==> config.mk <==
export PLATFORM = sky130hd
export DESIGN_NAME = hazard_scoreboard
export DESIGN_NICKNAME = d
export VERILOG_FILES = /design/src/rtl/hazard_scoreboard.sv
export SDC_FILE = /design/constraint.sdc
export NUM_CORES = 1
export LEC_CHECK = 0
export ABC_AREA = 1
export CORE_ASPECT_RATIO = 1.4
export CORE_MARGIN = 2
export CORE_UTILIZATION = 55
export CTS_CLUSTER_DIAMETER = 150
export DETAILED_ROUTE_END_ITERATION = 10
export DONT_BUFFER_PORTS = 1
export GPL_ROUTABILITY_DRIVEN = 0
export GPL_TIMING_DRIVEN = 0
export PLACE_DENSITY = 0.7
export SLEW_MARGIN = 10
export SYNTH_ARGS = -nofsm -noshare
export SYNTH_HDL_FRONTEND = slang
export SYNTH_SLANG_ARGS = --single-unit
==> constraint.sdc <==
create_clock -name clk -period 3 [get_ports clk]
set_input_delay 0.3 -clock clk [delete_from_list [all_inputs] [get_ports clk]]
set_output_delay 0.3 -clock clk [all_outputs]
set_load 0.02 [all_outputs]
==> src/rtl/hazard_scoreboard.sv <==
`default_nettype none
// ============================================================================
// Module   : hazard_scoreboard
// Purpose  : Issue-side hazard controller for the 5-stage MIPS pipeline.
//            Tracks destinations issued from ID through EXE/MEM/WB, stalls ID
//            when an operand is not yet available, freezes EXE while a
//            multi-cycle mul/div runs, and counts stall cycles.
// Revision : 1.0 - initial release
// ----------------------------------------------------------------------------
// Build option:
//   HAZARD_FORWARDING_EN  defined   -> only load-use stalls (EXE forwarding)
//                         undefined -> any EXE/MEM write-back dependency stalls
// ----------------------------------------------------------------------------
// Parameters:
//   ADDR_W        register address width
//   MULDIV_CYCLES cycles a mul/div occupies EXE (>=1, 1 = single cycle)
//   CNT_W         stall counter width
// Ports:
//   clk, rst                 rising-edge clock, synchronous active-high reset
//   id_valid                 ID holds a real instruction
//   id_rs, id_rt             source register numbers
//   id_uses_rs, id_uses_rt   source is actually read
//   id_wb_en, id_dest        instruction writes id_dest
//   id_mem_read              instruction is a load
//   id_multicycle            instruction is a mul/div
//   flush                    kill the ID instruction
//   stall                    hold PC and IF/ID
//   id_ex_bubble             load a NOP into ID/EX
//   ex_hold                  freeze ID/EX, bubble into EX/MEM
//   md_busy                  multi-cycle op still counting
//   stall_cnt                saturating count of stall cycles
// ============================================================================
module hazard_scoreboard #(
    parameter int ADDR_W        = 5,
    parameter int MULDIV_CYCLES = 4,
    parameter int CNT_W         = 16
) (
    input  logic              clk,
    input  logic              rst,
    input  logic              id_valid,
    input  logic [ADDR_W-1:0] id_rs,
    input  logic [ADDR_W-1:0] id_rt,
    input  logic              id_uses_rs,
    input  logic              id_uses_rt,
    input  logic              id_wb_en,
    input  logic [ADDR_W-1:0] id_dest,
    input  logic              id_mem_read,
    input  logic              id_multicycle,
    input  logic              flush,
    output logic              stall,
    output logic              id_ex_bubble,
    output logic              ex_hold,
    output logic              md_busy,
    output logic [CNT_W-1:0]  stall_cnt
);

    // md_cnt only ever holds values 1..MULDIV_CYCLES-1
    localparam int                 c_MD_W    = (MULDIV_CYCLES > 2) ? $clog2(MULDIV_CYCLES) : 1;
    localparam logic [c_MD_W-1:0]  c_MD_LOAD = c_MD_W'(MULDIV_CYCLES - 1);
    localparam logic [c_MD_W-1:0]  c_MD_ONE  = c_MD_W'(1);
    localparam logic               c_MULTI   = (MULDIV_CYCLES > 1);

    typedef enum logic [0:0] {
        S_IDLE = 1'b0,
        S_BUSY = 1'b1
    } state_t;

    state_t              r_state;
    logic [c_MD_W-1:0]   r_md_cnt;
    logic [CNT_W-1:0]    r_stall_cnt;

    // Pipeline slots
    logic                r_exe_valid, r_exe_wb_en, r_exe_mem_read;
    logic [ADDR_W-1:0]   r_exe_dest;
    logic                r_mem_valid, r_mem_wb_en, r_mem_mem_read;
    logic [ADDR_W-1:0]   r_mem_dest;
    logic                r_wb_valid, r_wb_wb_en, r_wb_mem_read;
    logic [ADDR_W-1:0]   r_wb_dest;

    logic                w_id_live;
    logic                w_exe_match;
    logic                w_hz;
    logic                w_stall;
    logic                w_issue;
    logic                w_unused_wb;

    assign w_id_live = id_valid & ~flush;

    assign w_exe_match = r_exe_valid & r_exe_wb_en & (r_exe_dest != '0) &
                         ((id_uses_rs & (r_exe_dest == id_rs)) |
                          (id_uses_rt & (r_exe_dest == id_rt)));

`ifdef HAZARD_FORWARDING_EN
    // Forwarding covers everything except a load whose data is still in MEM
    assign w_hz = w_id_live & w_exe_match & r_exe_mem_read;
`else
    logic w_mem_match;
    assign w_mem_match = r_mem_valid & r_mem_wb_en & (r_mem_dest != '0) &
                         ((id_uses_rs & (r_mem_dest == id_rs)) |
                          (id_uses_rt & (r_mem_dest == id_rt)));
    // WB is excluded: the register file writes through to the ID read
    assign w_hz = w_id_live & (w_exe_match | w_mem_match);
`endif

    assign md_busy      = (r_state == S_BUSY);
    assign ex_hold      = md_busy;
    assign w_stall      = md_busy | w_hz;
    assign stall        = w_stall;
    // A frozen EXE must not be overwritten by a bubble
    assign id_ex_bubble = w_hz & ~md_busy;
    assign stall_cnt    = r_stall_cnt;

    assign w_issue = w_id_live & ~w_stall;

    // WB slot is the retirement point; nothing downstream consumes it
    assign w_unused_wb = ^{r_wb_valid, r_wb_wb_en, r_wb_dest, r_wb_mem_read};

    // ------------------------------------------------------------------
    // Slot pipeline
    // ------------------------------------------------------------------
    always_ff @(posedge clk) begin
        if (rst) begin
            r_exe_valid    <= 1'b0;
            r_exe_wb_en    <= 1'b0;
            r_exe_dest     <= '0;
            r_exe_mem_read <= 1'b0;
            r_mem_valid    <= 1'b0;
            r_mem_wb_en    <= 1'b0;
            r_mem_dest     <= '0;
            r_mem_mem_read <= 1'b0;
            r_wb_valid     <= 1'b0;
            r_wb_wb_en     <= 1'b0;
            r_wb_dest      <= '0;
            r_wb_mem_read  <= 1'b0;
        end else begin
            if (ex_hold) begin
                // EXE keeps its op; a bubble enters MEM behind it
                r_mem_valid    <= 1'b0;
                r_mem_wb_en    <= 1'b0;
                r_mem_dest     <= '0;
                r_mem_mem_read <= 1'b0;
            end else begin
                r_exe_valid    <= w_issue;
                r_exe_wb_en    <= w_issue & id_wb_en;
                r_exe_dest     <= w_issue ? id_dest : '0;
                r_exe_mem_read <= w_issue & id_mem_read;
                r_mem_valid    <= r_exe_valid;
                r_mem_wb_en    <= r_exe_wb_en;
                r_mem_dest     <= r_exe_dest;
                r_mem_mem_read <= r_exe_mem_read;
            end
            r_wb_valid    <= r_mem_valid;
            r_wb_wb_en    <= r_mem_wb_en;
            r_wb_dest     <= r_mem_dest;
            r_wb_mem_read <= r_mem_mem_read;
        end
    end

    // ------------------------------------------------------------------
    // Multi-cycle FSM
    // ------------------------------------------------------------------
    always_ff @(posedge clk) begin
        if (rst) begin
            r_state  <= S_IDLE;
            r_md_cnt <= '0;
        end else begin
            case (r_state)
                S_IDLE: begin
                    if (w_issue & id_multicycle & c_MULTI) begin
                        r_state  <= S_BUSY;
                        r_md_cnt <= c_MD_LOAD;
                    end
                end
                S_BUSY: begin
                    r_md_cnt <= r_md_cnt - c_MD_ONE;
                    if (r_md_cnt == c_MD_ONE) begin
                        r_state <= S_IDLE;
                    end
                end
                default: begin
                    r_state  <= S_IDLE;
                    r_md_cnt <= '0;
                end
            endcase
        end
    end

    // ------------------------------------------------------------------
    // Saturating stall counter
    // ------------------------------------------------------------------
    always_ff @(posedge clk) begin
        if (rst) begin
            r_stall_cnt <= '0;
        end else if (w_stall && (r_stall_cnt != '1)) begin
            r_stall_cnt <= r_stall_cnt + 1'b1;
        end
    end

endmodule
`default_nettype wire

Word level (Yosys, flattened, before mapping):

Index checks and enable logic that the tools add are counted.

* bits in registers: 33
* input port bits: 24
* output and inout port bits: 20
* word-level logic and storage cells: 51

* add/sub/neg operators: 2
* equality and inequality tests: 7
* multiplexer cells: 6
* bitwise operators: 23
* reductions and logical operators: 4

Operators by type and width (number)
* $eq 5x5->1: 4
* $add 16x1->16 const B: 1
* $and 1x1->1: 16
* $ne 16x16->1 const B: 1
* $reduce_bool 5->1: 2
* $mux 5: 1
* $or 1x1->1: 4
* $pmux 2 s2: 1
* $not 1->1: 3
* $eq 2x1->1 const B: 1
* $mux 1: 2
* $mux 2: 1
* $ne 2x1->1 const B: 1
* $pmux 1 s2: 1
* $reduce_or 2->1: 1
* $sub 2x1->2 const B: 1
* $logic_and 1x1->1: 1

Logic depth before layout (Yosys ltp):

* depth after elaboration: 12
* mapped depth: 14
* depth with buffers taken out: 13

Worst setup path before layout:

No wires, ideal clock.

* kind: register -> register
* start: reg r_stall_cnt[0], in the netlist stall_cnt[0]
* end: reg r_stall_cnt[7], in the netlist stall_cnt[7]
* library setup time: 0.070 ns
* arrival time: 1.770 ns
* data required time: 2.930 ns
* setup slack: 1.160 ns
* cell stages (with the launch flop): 11
* path buffers: 1
* period minus slack after synthesis: 1.840 ns
* cells stage by stage: dfxtp_1 > ha_1 > nand2_2 > nor3_4 > nand2_4 > nor2_8 > nand2_4 > nand2_4 > buf_12 > nand2_2 > a21oi_2

* longest elaborated chain between the ends: 2
* elaborated cells on any way between the ends: 3
* those cells by class: 1 x add/sub; 1 x eq/ne; 1 x reduce/logical

Ends and longest elaborated chain
* start: declaration: RTL line 70 `logic [CNT_W-1:0] r_stall_cnt;`
* start signal: assignment: RTL line 195 `r_stall_cnt <= r_stall_cnt + 1'b1;`
* branches (longest 2 deep; another with $add 16x1->16)

Parallel ways; which one is timed is not known.
A chain may end at the register's enable or synchronous reset.

Worst setup path in the final report:

* start: reg r_stall_cnt[0], in the netlist stall_cnt[0]
* end: reg r_stall_cnt[8], in the netlist stall_cnt[8]

The elaborated chain is that of the path after synthesis.

==> results_dict.tcl <==
set metrics [dict create \
    cp-end-kind "flop" \
    cts-buffers-inserted 5 \
    grt_pass1_vias 1774 \
    period_minus_slack_ns 2.12 \
    ctsResizeCount 0 \
    drt_pass1_iterations 4 \
    final_max_slew_viol_count 0 \
    die_x_um 57.0 \
    top_usage_layer "met2" \
    rrSetupSlack_ns 0.88 \
    synth_cell_types 30 \
    diodes 0 \
    hp-start "id_dest[4]" \
    synth-async-reset-ratio 0 \
    synth_top_area_share 0.306 \
    hold_viol_final 0 \
    start_kind "flop" \
    synth-seq-area-share 0.306 \
    track_usage 0.226 \
    ios 44 \
    synth_top_family_by_area "simple AND/OR/NAND/NOR gates" \
    routed_via_density 5.16 \
    slew_headroom 0.503 \
    p_leak_nw 1.02 \
    fmax_ghz 0.471 \
    rsz0062_at_grt "no" \
    syn_inst 311 \
    cp.required_ns 3.22 \
    holdPathStages 2 \
    fin_ws_ns 0.879 \
    post-route-period-util 0.707 \
    detail_route.wl_per_cell_um 12.8 \
    syn_to_final_growth_pct 6.43 \
    startpoint "stall_cnt[0]" \
    syn-num-nets 337 \
    gr-total-overflow 0 \
    antenna_found_initial 0 \
    finalSetupViolations 0 \
    grt_pass1_wl_um 7780 \
    num_rows 26 \
    maxCapViolations 0 \
    crit_path_max_fanout 10 \
    powerDensity_mw_per_mm2 382 \
    start_util 0.582 \
    min_to "r_exe_dest[4]" \
    fin_nets 344 \
    fp.coreArea_mm2 0.00371 \
    worst_pin_slew_ns 0.745 \
    finalWirelength_um 4620 \
    grt_max_degree 12 \
    worst_r2r_endpoint "stall_cnt[8]" \
    reg2reg_depth 10 \
    die_h_um 78.1 \
    cts_buffer_depth 2 \
    drc 0 \
    cts_hold_repair.buffers 0 \
    r2r_start "stall_cnt[0]" \
    cts_root_buf "clkbuf_8" \
    netlist_area_mm2 0.00216 \
    ys_seq_elements 33 \
    yosysWarnings 0 \
    drt_iter0_drc 71 \
    finalSetupTns_ns 0 \
    cts_setup_buffers 0 \
    cts_tree "yes" \
    synthMuxAreaShare 0 \
    synth-xor-area-share 0.0527 \
    synth_commonest_cells "81 x nand2_1, 34 x nor2_1, 33 x dfxtp_1" \
    synth-simple-area-share 0.436 \
    postRouteAntennaNets 0 \
    hpwl_um 3650 \
    synth_compound_area_frac 0.0794 \
    yosysTopAreaCell "dfxtp_1" \
    port_buffers 0 \
    synthFlopType "dfxtp_1" \
    met1_usage 0.212 \
    clock-sinks 33 \
    status "complete, no violations" \
    arrival_ns 2.34 \
    yosysMostFrequentCell "nand2_1" \
    grtUsageMet2 0.454 \
    place_ws_ns 0.906 \
    synth_area_leaders "dfxtp_1 31%, nand2_1 14%, nor2_1 5.9%" \
    syn_avg_cell_area_um2 6.94 \
    layout-drive-gt1-share 0.210 \
    die-area_mm2 0.00445 \
    clk_pin_slew_ns 0.07 \
    synth_fa_ha_area_frac 0.0116 \
    grtUsageMet3 0.0560 \
    fin_skew_ns 0.00804 \
    hold_ws_ns 0.177 \
    clk_latency_ns 0.29 \
    max-vdd-ir-drop_mv 0.341 \
    synth_edf_count 0 \
    crit_type "flop to flop" \
    cts_max_level 2 \
    hp-class "primary input to flop" \
    via_count 1864 \
]
## kinds of logic (layout without fill, tap and decap cells)
kind of cell             Yosys count  in the layout
AO/OA/AOI/OAI                     26             26
XOR/XNOR                          13             13
adder cells (fa/ha/maj)            2              2
buffers and inverters             51             59
flip-flops                        33             33
AND/OR/NAND/NOR                  186            186
## flip-flops by register name, summed over array words and instances, names as in the netlist
register,flops
ex_hold,1
r_exe_dest,5
r_exe_valid,1
r_exe_wb_en,1
r_md_cnt,2
r_mem_dest,5
r_mem_valid,1
r_mem_wb_en,1
stall_cnt,16
## power breakdown
group	internal, mW	switching [mW]
combinational	0.0353	0.0594
sequential	0.447	0.0105
clock	0.160	0.166
total	0.642	0.236
## final cells by class
cell class / instances / area [um^2]
fill: 371 / 1410
multi-input combinational: 227 / 1250
sequential: 33 / 661
inverter: 41 / 154
buffer: 10 / 92.6
clock buffer: 5 / 68.8
tap: 42 / 52.6
clock inverter: 3 / 17.5
## stage by stage
| step | power (mW) | std cells | utilization | cell area (um^2) |
|---|---|---|---|---|
| final | 0.878 | 361 | 0.620 | 2300 |
| after global routing | 0.926 | 361 | 0.620 | 2300 |
| after CTS | 0.889 | 361 | 0.620 | 2300 |
| after detailed placement | 0.564 | 353 | 0.596 | 2210 |
| after global placement | 0.562 | 353 | 0.596 | 2210 |
| after floorplan | 0.544 | 311 | - | 2160 |
## layout by cell type (no fill, tap or decap)
master | synthesis | final
nand2_2 | 12 | 12
nand4_1 | 8 | 8
nand2_1 | 81 | 81
nand3_1 | 24 | 24
clkbuf_1 | 4 | 4
o21ai_1 | 1 | 1
buf_4 | 1 | 1
ha_1 | 2 | 2
clkinv_2 | 0 | 2
nor2_2 | 1 | 1
nor2_8 | 1 | 1
nor2_1 | 34 | 34
nor3_4 | 1 | 1
clkinvlp_4 | 0 | 1
or2_2 | 2 | 2
nor4_1 | 1 | 1
xor2_1 | 12 | 12
dfxtp_1 | 33 | 33
nor3_2 | 1 | 1
xnor2_1 | 1 | 1
buf_6 | 1 | 1
a21oi_2 | 11 | 11
inv_1 | 31 | 31
nor3_1 | 5 | 5
nand2_4 | 6 | 6
inv_2 | 10 | 10
buf_1 | 1 | 1
buf_8 | 1 | 1
a21oi_1 | 14 | 14
clkbuf_8 | 0 | 5
buf_12 | 2 | 2
nor4_4 | 1 | 1
nand3_2 | 8 | 8
## worst max-delay path by stage
stage	endpoint	slack (ns)	depth (start not counted)
CTS	stall_cnt[6]	0.86	10
global placement	stall_cnt[7]	0.91	10
floorplan	stall_cnt[7]	1.16	10
finish	stall_cnt[8]	0.88	10
detailed placement	stall_cnt[5]	0.91	10
global route	stall_cnt[4]	0.72	10
## worst max-delay path, stage by stage, from the launching register on
cell and delay (ns):
dfxtp_1 0.56, ha_1 0.28, nand2_2 0.10, nor3_4 0.31, nand2_4 0.12, nor2_8 0.12
nand2_4 0.10, nand2_4 0.13, buf_12 0.15, nand2_2 0.05, a21oi_2 0.11
## routing by layer
layer | wire (um) | vias to the layer above
met4 | 64 | 0
met3 | 227 | 6
met2 | 2640 | 35
met5 | 0 | -
li1 | - | 995
met1 | 1690 | 828
Note: power is estimated with default switching activity, not from simulation.
